[config.mk]
export PLATFORM = sky130hd
export DESIGN_NAME = morra_tabellone
export DESIGN_NICKNAME = d
export VERILOG_FILES = /design/src/rtl/morra_pkg.sv /design/src/rtl/morra_hist_fifo.sv /design/src/rtl/morra_tabellone.sv
export SDC_FILE = /design/constraint.sdc
export NUM_CORES = 1
export LEC_CHECK = 0
export ABC_AREA = 1
export CAP_MARGIN = 20
export CORE_ASPECT_RATIO = 0.75
export CORE_MARGIN = 8
export CORE_UTILIZATION = 47
export CTS_CLUSTER_DIAMETER = 60
export DETAILED_ROUTE_END_ITERATION = 8
export PLACE_DENSITY = 0.79
export SLEW_MARGIN = 20
export SYNTH_ARGS = -nofsm -noshare
export SYNTH_HDL_FRONTEND = slang
export SYNTH_SLANG_ARGS = --single-unit
[constraint.sdc]
create_clock -name clk -period 1.7 [get_ports clk]
set_input_delay 0.425 -clock clk [delete_from_list [all_inputs] [get_ports clk]]
set_output_delay 0.425 -clock clk [all_outputs]
set_load 0.01 [all_outputs]
[src/rtl/morra_pkg.sv]
// morra_pkg: shared types for the MorraCinese scoreboard.
//   esito_t : manche / partita result encoding as driven by the FSMD
//   stato_t : scoreboard state
//   MAN_W   : width of the per-partita manche tallies
package morra_pkg;

  typedef enum logic [1:0] {
    NESSUNO  = 2'b00,
    PRIMO    = 2'b01,
    SECONDO  = 2'b10,
    PAREGGIO = 2'b11
  } esito_t;

  typedef enum logic [1:0] {
    IDLE    = 2'b00,
    IN_GARA = 2'b01,
    FINE    = 2'b10
  } stato_t;

  localparam int MAN_W = 5;

  // Saturating increment for manche tallies (stick at all-ones).
  function automatic logic [MAN_W-1:0] man_inc(input logic [MAN_W-1:0] x);
    return (&x) ? x : x + 1'b1;
  endfunction

endpackage

[src/rtl/morra_hist_fifo.sv]
// morra_hist_fifo: circular buffer of final partita results, drop-oldest on full.
// Ports:
//   clk, rst_n    clock / async active-low reset
//   clr           synchronous flush
//   push, din     append a result
//   pop           remove head (ignored when empty)
//   valid, dout   head present / head value (00 when empty)
//   count         number of stored entries
module morra_hist_fifo #(
  parameter int DEPTH = 4,
  parameter int PTR_W = $clog2(DEPTH)
) (
  input  logic             clk,
  input  logic             rst_n,
  input  logic             clr,
  input  logic             push,
  input  logic [1:0]       din,
  input  logic             pop,
  output logic             valid,
  output logic [1:0]       dout,
  output logic [PTR_W:0]   count
);

  logic [1:0]       mem [DEPTH];
  logic [PTR_W-1:0] rd;
  logic [PTR_W:0]   cnt;
  logic [PTR_W-1:0] wr;
  logic             full, do_pop, drop;

  assign full   = (cnt == (PTR_W+1)'(DEPTH));
  // DEPTH is a power of two, so pointer wrap is free; on full this lands on rd,
  // overwriting the entry that is being dropped.
  assign wr     = rd + cnt[PTR_W-1:0];
  assign do_pop = pop && (cnt != '0);
  assign drop   = push && full && !do_pop;

  always_ff @(posedge clk or negedge rst_n) begin
    if (!rst_n) begin
      rd  <= '0;
      cnt <= '0;
    end else if (clr) begin
      rd  <= '0;
      cnt <= '0;
    end else begin
      if (do_pop || drop)                 rd  <= rd + 1'b1;
      if (push && !do_pop && !full)       cnt <= cnt + 1'b1;
      else if (!push && do_pop)           cnt <= cnt - 1'b1;
    end
  end

  // Storage needs no reset: dout is masked while empty.
  always_ff @(posedge clk) begin
    if (push && !clr) mem[wr] <= din;
  end

  assign valid = (cnt != '0);
  assign dout  = valid ? mem[rd] : 2'b00;
  assign count = cnt;

endmodule

[src/rtl/morra_tabellone.sv]
// morra_tabellone: scoreboard downstream of the MorraCinese FSMD.
// Samples Inizia/Manche/Partita each edge; keeps per-partita manche tallies,
// cumulative partita totals (saturating), aborted partite and last result.
// Optional history FIFO of final results when MORRA_HISTORY_EN is defined;
// otherwise hist_* outputs are tied to 0 and hist_pop is ignored.
// Ports:
//   clk, rst_n, clr            clock, async active-low reset, sync clear
//   Inizia, Manche, Partita    FSMD signals
//   stato                      00 IDLE, 01 IN_GARA, 10 FINE
//   man_primo/secondo/pari     manche tallies of current partita
//   vinte_primo/secondo, pareggi, interrotte   cumulative counters
//   ultimo_esito, fine_pulse   last final result, 1-cycle end pulse
//   hist_pop/valid/data/count  history readout
module morra_tabellone
  import morra_pkg::*;
#(
  parameter int CNT_W      = 8,
  parameter int HIST_DEPTH = 4
) (
  input  logic                          clk,
  input  logic                          rst_n,
  input  logic                          clr,
  input  logic                          Inizia,
  input  logic [1:0]                    Manche,
  input  logic [1:0]                    Partita,
  output logic [1:0]                    stato,
  output logic [MAN_W-1:0]              man_primo,
  output logic [MAN_W-1:0]              man_secondo,
  output logic [MAN_W-1:0]              man_pari,
  output logic [CNT_W-1:0]              vinte_primo,
  output logic [CNT_W-1:0]              vinte_secondo,
  output logic [CNT_W-1:0]              pareggi,
  output logic [CNT_W-1:0]              interrotte,
  output logic [1:0]                    ultimo_esito,
  output logic                          fine_pulse,
  input  logic                          hist_pop,
  output logic                          hist_valid,
  output logic [1:0]                    hist_data,
  output logic [$clog2(HIST_DEPTH):0]   hist_count
);

  stato_t st;
  logic   fine_evt;

  // A partita ends only in IN_GARA, without a concurrent restart or clear.
  assign fine_evt = !clr && !Inizia && (st == IN_GARA) && (Partita != NESSUNO);
  assign stato    = st;

  function automatic logic [CNT_W-1:0] cnt_inc(input logic [CNT_W-1:0] x);
    return (&x) ? x : x + 1'b1;
  endfunction

  always_ff @(posedge clk or negedge rst_n) begin
    if (!rst_n) begin
      st            <= IDLE;
      man_primo     <= '0;
      man_secondo   <= '0;
      man_pari      <= '0;
      vinte_primo   <= '0;
      vinte_secondo <= '0;
      pareggi       <= '0;
      interrotte    <= '0;
      ultimo_esito  <= 2'b00;
      fine_pulse    <= 1'b0;
    end else if (clr) begin
      st            <= IDLE;
      man_primo     <= '0;
      man_secondo   <= '0;
      man_pari      <= '0;
      vinte_primo   <= '0;
      vinte_secondo <= '0;
      pareggi       <= '0;
      interrotte    <= '0;
      ultimo_esito  <= 2'b00;
      fine_pulse    <= 1'b0;
    end else begin
      fine_pulse <= fine_evt;
      if (Inizia) begin
        // FSMD is configuring this cycle: its Manche/Partita are meaningless.
        if (st == IN_GARA) interrotte <= cnt_inc(interrotte);
        man_primo   <= '0;
        man_secondo <= '0;
        man_pari    <= '0;
        st          <= IN_GARA;
      end else if (st == IN_GARA) begin
        // The final manche is reported together with Partita, so count it first.
        case (esito_t'(Manche))
          PRIMO:    man_primo   <= man_inc(man_primo);
          SECONDO:  man_secondo <= man_inc(man_secondo);
          PAREGGIO: man_pari    <= man_inc(man_pari);
          default:  ;
        endcase
        if (Partita != NESSUNO) begin
          case (esito_t'(Partita))
            PRIMO:   vinte_primo   <= cnt_inc(vinte_primo);
            SECONDO: vinte_secondo <= cnt_inc(vinte_secondo);
            default: pareggi       <= cnt_inc(pareggi);
          endcase
          ultimo_esito <= Partita;
          st           <= FINE;
        end
      end
    end
  end

`ifdef MORRA_HISTORY_EN
  morra_hist_fifo #(.DEPTH(HIST_DEPTH)) u_hist (
    .clk   (clk),
    .rst_n (rst_n),
    .clr   (clr),
    .push  (fine_evt),
    .din   (Partita),
    .pop   (hist_pop && !clr),
    .valid (hist_valid),
    .dout  (hist_data),
    .count (hist_count)
  );
`else
  assign hist_valid = 1'b0;
  assign hist_data  = 2'b00;
  assign hist_count = '0;
`endif

endmodule

Word-level counts from Yosys, hierarchy flattened
Index checks and enable logic that the tools add are counted.
{"block": "totals", "word_cells": 111, "output_inout_bits": 58, "register_bits": 52, "in_bits": 9}
{"block": "op_classes", "reduce_logical": 33, "n_mux": 46, "eq_ne": 15, "n_addsub": 7}
{"op": "$mux 8", "n": 22}
{"op": "$mux 5", "n": 15}
{"op": "$add 8x1->8 const B", "n": 4}
{"op": "$reduce_and 8->1", "n": 4}
{"op": "$reduce_and 5->1", "n": 6}
{"op": "$mux 2", "n": 8}
{"op": "$add 5x1->5 const B", "n": 3}
{"op": "$reduce_and 3->1", "n": 5}
{"op": "$reduce_bool 3->1", "n": 5}
{"op": "$reduce_bool 2->1", "n": 6}
{"op": "$ne 2x2->1 const B", "n": 5}
{"op": "$ne 3x3->1 const B", "n": 3}
{"op": "$eq 2x1->1 const B", "n": 3}
{"op": "$eq 2x2->1 const B", "n": 3}
{"op": "$logic_and 1x1->1", "n": 3}
{"op": "$logic_not 1->1", "n": 2}
{"op": "$ne 2x1->1 const B", "n": 1}
{"op": "$reduce_and 2->1", "n": 1}
{"op": "$reduce_or 2->1", "n": 1}
{"op": "$mux 1", "n": 1}

Longest topological paths before layout
Gate-level depths: netlist (run 1).
{"block": "depth", "ltp_word": 7, "ltp_mapped": 10}

Worst setup path after synthesis (run 1)
Ideal clock, no wire load.
{"block": "synth_path", "path_kind": "register -> register", "start": "reg man_primo[0]", "end": "reg man_primo[0]", "t_arrival_ps": 1573, "setup_time_ps": 123, "stages_incl_launch_ff": 9, "path_slack_ps": 3, "path_cell_list": "dfrtp_1 -> ha_1 -> nand2_1 -> nor2_1 -> ha_1 -> nor3_2 -> nand2_1 -> o21ai_0 -> a21oi_1"}
{"block": "synth_between", "elab_chain_cells": 6, "elab_cells_between_ends": 9, "cone_classes": "add/sub (1); eq/ne (1); mux (5); reduce/logical (2)"}
{"item": "start: declaration", "line_no": "morra_tabellone.sv:27", "rtl": "output logic [MAN_W-1:0] man_primo,"}
{"item": "start signal: assignment", "line_no": "morra_tabellone.sv:88", "rtl": "PRIMO: man_primo <= man_inc(man_primo);"}
{"item": "$add 5x1->5", "line_no": "morra_pkg.sv:24", "rtl": "return (&x) ? x : x + 1'b1;"}
{"item": "$mux 5", "line_no": "morra_pkg.sv:24"}
{"item": "$mux 5", "line_no": "morra_tabellone.sv:87", "rtl": "case (esito_t'(Manche))"}
{"item": "$mux 5", "line_no": "morra_tabellone.sv:85", "rtl": "end else if (st == IN_GARA) begin"}
{"item": "$mux 5", "line_no": "morra_tabellone.sv:78", "rtl": "if (Inizia) begin"}
{"item": "$mux 5", "line_no": "morra_tabellone.sv:65", "rtl": "end else if (clr) begin"}
Parallel ways exist; a longest one is shown, timed or not. The select of a mux whose other input is x is not followed.
A chain may end at the register's enable or synchronous reset.

Worst setup path after layout (run 1)
{"block": "layout_path", "start": "reg man_primo[4]", "end": "out man_primo[4]"}
No word-level cell between the ends.

==> results of run 1 <==
==> sequential cells by signal, indices dropped and copies added, names as in the netlist <==
name and count:
man_primo 5, vinte_primo 8, vinte_secondo 8, man_secondo 5
man_pari 5, interrotte 8, fine_pulse 1, stato 2
ultimo_esito 2, pareggi 8
==> metal layers <==
metal / part of all wire / track usage
met5: 0 / 0
met4: 0.019 / 0.0603
met3: 0.066 / 0.0500
met2: 0.47 / 0.293
met1: 0.44 / 0.219
==> per-stage QoR <==
stage          hold WS (ns)  setup TNS, ns
3_3_place_gp          0.441          -7.23
6_report             0.0635              0
3_5_place_dp          0.439          -7.81
5_1_grt              0.0920         -0.202
2_1_floorplan         0.129              0
4_1_cts              0.0858              0
==> where the power goes <==
| group | total [mW] | switching (mW) | internal, mW |
|---|---|---|---|
| Combinational | 0.356 | 0.216 | 0.140 |
| Sequential | 1.27 | 0.0159 | 1.26 |
| Clock | 0.877 | 0.441 | 0.437 |
| Total | 2.51 | 0.673 | 1.83 |
==> cells in the final DEF, fill, tap and decap left out, types with 2 or more instances in the layout <==
cell	synthesis	layout
nand2_1	127	126
nand3_2	0	3
nor2_4	2	3
nor2_1	61	60
o21bai_1	3	3
dlymetal6s2s_1	0	15
conb_1	1	6
nand3_1	57	56
clkdlybuf4s50_1	0	23
ha_1	13	8
xnor2_1	3	3
inv_1	33	33
dfrtp_2	0	7
a21oi_1	12	12
nand2_2	5	6
ha_2	0	5
dfrtp_1	52	45
nor3b_1	3	3
nor3_1	2	2
buf_6	1	2
dlygate4sd2_1	0	19
xor2_1	2	2
inv_2	7	7
o21ai_1	5	7
nand3_4	4	4
buf_12	0	3
nor2_2	8	8
nand4_1	8	8
clkbuf_8	0	5
buf_4	6	51
==> layout make-up <==
type / instances / area [um2] / area share
inverter: 40 / 150 / 0.0334
timing repair buffer: 115 / 1060 / 0.237
tap: 84 / 105 / 0.0234
clock inverter: 3 / 42.5 / 0.00946
multi-input combinational: 335 / 1750 / 0.390
clock buffer: 5 / 68.8 / 0.0153
sequential: 52 / 1310 / 0.291
==> logic make-up after synthesis <==
| kind of cell | after synthesis | share of synthesized area |
|---|---|---|
| AND/OR/NAND/NOR | 285 | 0.416 |
| buffers and inverters | 54 | 0.0736 |
| flip-flops | 52 | 0.405 |
| AO/OA/AOI/OAI | 24 | 0.0405 |
| adder cells (fa/ha/maj) | 13 | 0.0506 |
| XOR/XNOR | 5 | 0.0136 |
| other | 1 | 0.00117 |
==> what timing repair did <==
action | in CTS | in global routing
buffers inserted | 27 | 8
endpoints found under the setup margin | 48 | 31
resized for setup | 27 | 31
cloned | 1 | 1
pin swaps | 4 | 10
==> how the worst max path moves through the flow <==
stage / from / to / slack (ns) / cells after the start
finish: man_primo[4] / man_primo[4] / 0.03 / 1
CTS: man_pari[3] / man_pari[3] / 0.0009 / 1
floorplan: man_primo[0] / man_primo[0] / 0.003 / 8
detailed placement: Partita[0] / vinte_primo[4] / -0.34 / 10
global placement: Partita[0] / vinte_primo[0] / -0.31 / 10
global route: man_secondo[1] / man_secondo[2] / -0.09 / 8
==> flow_summary.json, run 1 <==
{
  "synth_warnings": 0,
  "timing.rr.start": "man_secondo[1]",
  "fill_cells": 563,
  "leakage_nw": 2.45,
  "cts_buffers": 5,
  "cts_buffer_depth": 2,
  "gr-total-overflow": 0,
  "cp_max_fo": 3,
  "slowest_stage": "clkdlybuf4s50_1",
  "rsz0062_at_grt": "yes",
  "wl_per_cell_um": 13.9,
  "grt_start_max_net_pins": 53,
  "numPortBuffers": 59,
  "status": "completed",
  "dieArea_um2": 9770,
  "fin_crit_ns": 1.67,
  "initial_core_util": 0.480,
  "end_kind": "output pin",
  "grt_pass1_wl_mm": 14.5,
  "setup.worst_path.start_class": "register",
  "synth.cell_area_um2": 3210,
  "cts_hold_buf": 0,
  "cts-root-buf": "clkbuf_8",
  "final-setup-viol-count": 0,
  "ys_async_sr_fraction": 1.00,
  "cp_top_family": "buffers and inverters",
  "drive_gt1_frac": 0.207,
  "dp_slack_ns": -0.338,
  "dieWidth_um": 111,
  "grt_pass1_vias": 3183,
  "dp_hpwl_mm": 5.87,
  "synth_seq_cells": 52,
  "cap_violations": 0,
  "die_y_um": 87.6,
  "ant_nets": 0,
  "vias_per_cell": 5.16,
  "track_usage": 0.177,
  "rows": 26,
  "antenna_cells": 0,
  "fin_skew_ns": 0.0141,
  "power_mw": 2.51,
  "fin_util": 0.671,
  "nets": 571,
  "max_stage_delay_ns": 0.55,
  "synth_top_area_share": 0.405,
  "placedCellCount": 589,
  "required_ns": 1.27,
  "antenna_found_initial": 0,
  "arrival_ns": 1.25,
  "fmax_mhz": 598,
  "fin_ws_ns": 0.0290,
  "syn_to_final_growth_pct": 39.9,
  "drtIter0Drc": 145,
  "seq_area_frac_synth": 0.405,
  "place_congestion": 0.854,
  "criticalPathCategory": "register to output pin",
  "synthTopCellsByArea": "dfrtp_1 40%, nand2_1 15%, nand3_1 8.9%",
  "clkTransAtPathRegs_ns": 0.11,
  "path_cells": "clkdlybuf4s50_1",
  "drc": 0,
  "reg2reg_depth": 8,
  "core_area_um2": 6700,
  "yosysTopAreaCell": "dfrtp_1",
  "cts_tree": "built",
  "cts_sinks": 52,
  "maxSlewViolCount": 0,
  "syn_inst": 434,
  "synth_most_common_cell": "nand2_1",
  "clock_latency_ns": 0.32,
  "stdcell_area_um2": 4500,
  "r2r_end": "man_secondo[2]",
  "r2r_slack_ns": 0.04,
  "p_per_area_nw_per_um2": 557,
  "avgSynthCellArea_um2": 7.41,
  "hold_path_class": "input pin to async pin",
  "fin_crit_sh": 0.983,
  "htreeDepth": 2,
  "first_pass_iters": 4,
  "vias": 3272,
  "cp_num_buf_inv": 1,
  "ir_drop_mv": 0.302,
  "synth-edff-count": 0,
  "place_area_um2": 4030,
  "synth_commonest_cells": "127 x nand2_1, 61 x nor2_1, 57 x nand3_1",
  "timing_hold_violations_final": 0,
  "fin_cells": 634,
  "io_pins": 67,
  "wl_mm": 8.80,
  "synth.distinct_cells": 34,
  "synth_flop_cell": "dfrtp_1"
}
Note: power is estimated with default switching activity, not from simulation.
==> run 2: changes to the inputs <==
--- a/config.mk
+++ b/config.mk
@@ -7,7 +7,7 @@
 export LEC_CHECK = 0
 export ABC_AREA = 1
 export CAP_MARGIN = 20
-export CORE_ASPECT_RATIO = 0.75
+export CORE_ASPECT_RATIO = 1.1
 export CORE_MARGIN = 8
 export CORE_UTILIZATION = 47
 export CTS_CLUSTER_DIAMETER = 60
==> run 2 against run 1 <==
  * Non-clock buffer count is 4 higher
  * Clock power down 14%
  * Critical path depth unchanged
  * Sequential share of layout area up 0.063 points
  * Highest routed layer unchanged
  * Final area fell by 0.50%
  * Critical endpoint is now man_secondo[4]
  * Clock skew fell by 0.012 ns
  * Worst hold slack improved by 0.47 ns
  * Cell count up 0.16%
  * Register-to-register slack improved by 0.03 ns
  * Largest power group unchanged
  * Combinational power shrank 5%
==> flow_summary.json, run 2 (synthesis gave the netlist of run 1 again) <==
{
  "ff_latch_area_um2": 1310,
  "gr-total-overflow": 0,
  "wl_per_cell_um": 13.2,
  "antenna_cells": 0,
  "p_per_area_nw_per_um2": 530,
  "cp_max_fo": 3,
  "cts_buffers": 5,
  "stdcell_area_um2": 4470,
  "fmax_mhz": 596,
  "clkTransAtPathRegs_ns": 0.10,
  "cp_num_buf_inv": 1,
  "wl_mm": 8.37,
  "timing_hold_violations_final": 0,
  "first_pass_iters": 4,
  "grt_start_max_net_pins": 42,
  "cap_violations": 0,
  "final_common_cell": "nand2_1",
  "status": "completed",
  "vias": 3230,
  "multi_input_area_um2": 1740,
  "reg2reg_depth": 10,
  "cts_buffer_depth": 2,
  "die_y_um": 103,
  "holdWs_ns": 0.536,
  "slowest_stage": "clkdlybuf4s50_1",
  "final-setup-viol-count": 0,
  "nets": 574,
  "leakage_nw": 2.36,
  "ir_drop_mv": 0.322,
  "track_usage": 0.171,
  "cts_sinks": 52,
  "place_congestion": 0.872,
  "r2r_slack_ns": 0.07,
  "setup.worst_path.start_class": "register",
  "max_stage_delay_ns": 0.55,
  "initial_core_util": 0.487,
  "fin_skew_ns": 0.00248,
  "hold_path_class": "input pin to async pin",
  "drive_gt1_frac": 0.204,
  "cts-root-buf": "clkbuf_8",
  "rows": 31,
  "arrival_ns": 1.25,
  "timing.rr.start": "man_pari[1]",
  "dieArea_um2": 9740,
  "final_cell_mix": "127 x nand2_1, 58 x nor2_1, 56 x buf_4",
  "grt_pass1_wl_mm": 13.7,
  "fin_crit_sh": 0.988,
  "dp_hpwl_mm": 5.87,
  "place_area_um2": 4060,
  "cp_top_family": "buffers and inverters",
  "drc": 0,
  "path_cells": "clkdlybuf4s50_1",
  "fin_tns_setup_ns": 0,
  "htreeDepth": 2,
  "fin_util": 0.678,
  "required_ns": 1.27,
  "grt_pass1_vias": 3086,
  "criticalPathCategory": "register to output pin",
  "drtIter0Drc": 88,
  "antenna_found_initial": 0,
  "core_area_um2": 6590,
  "fin_crit_ns": 1.68,
  "ant_nets": 0,
  "syn_to_final_growth_pct": 39.2,
  "cts_tree": "built",
  "vias_per_cell": 5.09,
  "r2r_end": "man_pari[2]",
  "clock_latency_ns": 0.31,
  "end_kind": "output pin",
  "io_pins": 67,
  "fill_cells": 554,
  "numPortBuffers": 59,
  "maxSlewViolCount": 0,
  "dieWidth_um": 94.9
}
==> run 2: cell count changes in the layout (fill, tap and decap cells not counted), sizes merged, moves of 3 or more <==
cell | previous run | this run
buf | 57 | 60
clkdlybuf4s50 | 23 | 32
dlygate4sd2 | 19 | 13
dlymetal6s2s | 15 | 11
==> run 2: how the worst max path moves through the flow <==
stage	start	cells past startpoint	endpoint	slack, ns
2_1_floorplan	man_primo[0]	8	man_primo[0]	0.003
5_1_grt	man_pari[1]	10	man_pari[2]	-0.03
4_1_cts	man_primo[0]	10	man_primo[3]	0.002
3_3_place_gp	Partita[0]	10	vinte_primo[1]	-0.30
3_5_place_dp	Partita[0]	10	vinte_primo[5]	-0.37
6_report	man_secondo[4]	1	man_secondo[4]	0.02
==> run 2: where the power goes <==
part / internal, mW / total [mW] / switching [mW]
clock: 0.330 / 0.756 / 0.425
sequential: 1.26 / 1.28 / 0.0204
combinational: 0.134 / 0.339 / 0.206
==> run 2: metal layers <==
layer,global-route usage,wire length (um),vias to the layer above
li1,-,-,1619
met1,0.206,3530,1518
met2,0.304,4230,84
met3,0.0299,522,9
met4,0.0493,92,0
met5,0,0,-
==> run 2: metrics by stage <==
step / instances / setup slack (ns) / power (mW)
final: 635 / 0.0210 / 2.37
after CTS: 629 / 0.00201 / 2.39
after global routing: 635 / -0.0284 / 2.47
after global placement: 592 / -0.296 / 1.62
after detailed placement: 592 / -0.369 / 1.62
after floorplan: 439 / 0.00337 / 1.47
==> run 2: repair_timing <==
item	4_1_cts	5_1_grt
hold buffers	1	0
resized for setup	19	24
pin swaps	3	8
endpoints found under the hold margin	11	0
cloned	1	0
setup endpoints to repair	41	26
buffers inserted	27	6
==> run 2: area by class of cell <==
cell class	instances	area share
multi-input combinational	334	0.389
sequential	52	0.292
timing repair buffer	119	0.241
inverter	40	0.0336
tap	82	0.0229
clock buffer	6	0.0185
clock inverter	2	0.00336
==> run 3: changes to the inputs <==
--- a/config.mk
+++ b/config.mk
@@ -6,6 +6,7 @@
 export NUM_CORES = 1
 export LEC_CHECK = 0
 export ABC_AREA = 1
+export ABC_CLOCK_PERIOD_IN_PS = 1700
 export CAP_MARGIN = 20
 export CORE_ASPECT_RATIO = 1.1
 export CORE_MARGIN = 8
@@ -13,6 +14,7 @@
 export CTS_CLUSTER_DIAMETER = 60
 export DETAILED_ROUTE_END_ITERATION = 8
 export PLACE_DENSITY = 0.79
+export SETUP_SLACK_MARGIN = 0.15
 export SLEW_MARGIN = 20
 export SYNTH_ARGS = -nofsm -noshare
 export SYNTH_HDL_FRONTEND = slang
==> run 3 against run 2 <==
  * Clock skew rose by 0.0052 ns
  * Critical endpoint is now man_pari[3]
  * Critical path type is now register to register
  * Die area stayed put
  * Non-clock buffer count fell by 1
  * First-iteration DRC count increased by 63%
  * Sequential share of layout area shrank 0.12 points
  * Final area increased by 0.42%
  * Core utilization increased by 0.28 points
  * Critical path depth grew 8
==> flow_summary.json, run 3 (synthesis gave the netlist of run 1 again) <==
{
  "rsz0062_at_grt": "yes",
  "ant_nets": 0,
  "final_common_cell": "nand2_1",
  "netSwitchingPower_mw": 0.630,
  "wl_per_cell_um": 13.0,
  "cap_violations": 0,
  "cts_sinks": 52,
  "place_area_um2": 4050,
  "cts_buffers": 5,
  "ir_drop_mv": 0.441,
  "seqPwrFrac": 0.542,
  "fmax_mhz": 618,
  "crit_path_end": "man_pari[3]",
  "p_per_area_nw_per_um2": 523,
  "arrival_ns": 1.82,
  "cts_tree": "built",
  "cp_max_fo": 8,
  "vias_per_cell": 5.18,
  "htreeDepth": 2,
  "wl_mm": 8.23,
  "setup.worst_path.start_class": "register",
  "timing.rr.start": "man_pari[1]",
  "grt_pass1_vias": 3222,
  "clock_latency_ns": 0.30,
  "numPortBuffers": 59,
  "antenna_cells": 0,
  "antenna_found_initial": 0,
  "status": "completed",
  "stdcell_area_um2": 4490,
  "fin_crit_ns": 1.62,
  "cts_buffer_depth": 2,
  "die_y_um": 103,
  "initial_core_util": 0.487,
  "final-setup-viol-count": 0,
  "path_cells": "ha_2, and3_4, ha_4, nor2_4, nand2_2, nor2_4, nand3_2, nand2_1, nor2_1",
  "drc": 0,
  "io_pins": 67,
  "rows": 31,
  "fin_util": 0.681,
  "dieWidth_um": 94.9,
  "maxSlewViolCount": 0,
  "r2r_end": "man_pari[3]",
  "drtIter0Drc": 143,
  "p_sw_frac": 0.268,
  "place_congestion": 0.830,
  "r2r_slack_ns": 0.08,
  "max_stage_delay_ns": 0.42,
  "hold_path_class": "input pin to async pin",
  "end_kind": "register",
  "comb_power_share": 0.146,
  "reg2reg_depth": 9,
  "nets": 574,
  "grt_start_max_net_pins": 53,
  "dp_slack_ns": -0.345,
  "track_usage": 0.172,
  "first_pass_iters": 5,
  "required_ns": 1.90,
  "fin_crit_sh": 0.952,
  "startpoint": "man_pari[1]",
  "power_frac_clock": 0.312,
  "grt_pass1_wl_mm": 13.8,
  "criticalPathCategory": "register to register",
  "dieArea_um2": 9740,
  "dp_hpwl_mm": 5.63,
  "vias": 3292,
  "fin_skew_ns": 0.00772,
  "leakage_nw": 2.35,
  "cts-root-buf": "clkbuf_8",
  "final_cell_mix": "117 x nand2_1, 57 x buf_4, 56 x nor2_1",
  "drive_gt1_frac": 0.239,
  "syn_to_final_growth_pct": 39.7,
  "core_area_um2": 6590,
  "cts_hold_buf": 0,
  "p_int_mw": 1.72,
  "gr-total-overflow": 0,
  "slowest_stage": "dfrtp_1",
  "timing_hold_violations_final": 0,
  "cpMostUsedCell": "nor2_4",
  "fin_cells": 635,
  "fin_ws_ns": 0.0815,
  "placedCellCount": 586,
  "clkTransAtPathRegs_ns": 0.10
}
[run 3: cell types whose count changed in the layout (fill, tap and decap cells not counted), sizes merged]
cell           previous run  this run
dlygate4sd3               1         0
clkbuf                    6         9
dlymetal6s2s             11         0
nand3                    62        63
clkinvlp                  2         0
dlygate4sd2              13        50
clkdlybuf4s15             2         3
clkdlybuf4s50            32         4
[run 3: worst max-delay path: cells and delay by family, from the launching register on]
family	cells	cell delay, ns
flops	1	0.42
simple gates	7	0.75
fa+ha+maj	2	0.34
[run 3: how the worst min path moves through the flow]
| stage | startpoint | to | cells past startpoint |
|---|---|---|---|
| after floorplan | rst_n | fine_pulse | 0 |
| after global placement | rst_n | vinte_primo[1] | 2 |
| after detailed placement | rst_n | vinte_primo[1] | 2 |
| after CTS | rst_n | vinte_primo[1] | 2 |
| after global routing | rst_n | vinte_primo[1] | 2 |
| final | rst_n | vinte_secondo[4] | 2 |
[run 3: per-stage QoR]
| stage | power (mW) | hold slack (ns) | TNS (ns) |
|---|---|---|---|
| floorplan | 1.48 | 0.129 | 0 |
| global placement | 1.62 | 0.441 | -7.34 |
| detailed placement | 1.62 | 0.441 | -8.29 |
| CTS | 2.36 | 0.108 | 0 |
| global route | 2.45 | 0.117 | 0 |
| finish | 2.35 | 0.0840 | 0 |
[run 3: area by class of cell]
class                   instances  area [um2]
fillers                       567        2100
multi-input cells             335        1860
flip-flops and latches         52        1310
repair buffers                118         986
inverters                      40         150
well taps                      82         103
clock buffers                   8        90.1
[run 3: timing repair]
| item | 4_1_cts | 5_1_grt |
|---|---|---|
| pin swaps | 13 | 16 |
| endpoints found under the setup margin | 93 | 42 |
| setup buffers | 33 | 6 |
| gates resized for setup | 70 | 26 |
| cloned | 1 | 1 |
[run 3: layer usage]
layer / global-route usage / vias to the layer above / part of all wire
li1: - / 1622 / -
met1: 0.207 / 1572 / 0.44
met2: 0.305 / 92 / 0.49
met3: 0.0342 / 6 / 0.064
met4: 0.0409 / 0 / 0.0064
met5: 0 / - / 0
[run 3: power groups by stage]
stage / sequential (mW) / clock (mW) / combinational [mW]
after floorplan: 1.31 / 0 / 0.167
after global placement: 1.31 / 0 / 0.311
after detailed placement: 1.31 / 0 / 0.316
after CTS: 1.27 / 0.747 / 0.336
after global routing: 1.28 / 0.792 / 0.380
final: 1.27 / 0.733 / 0.343
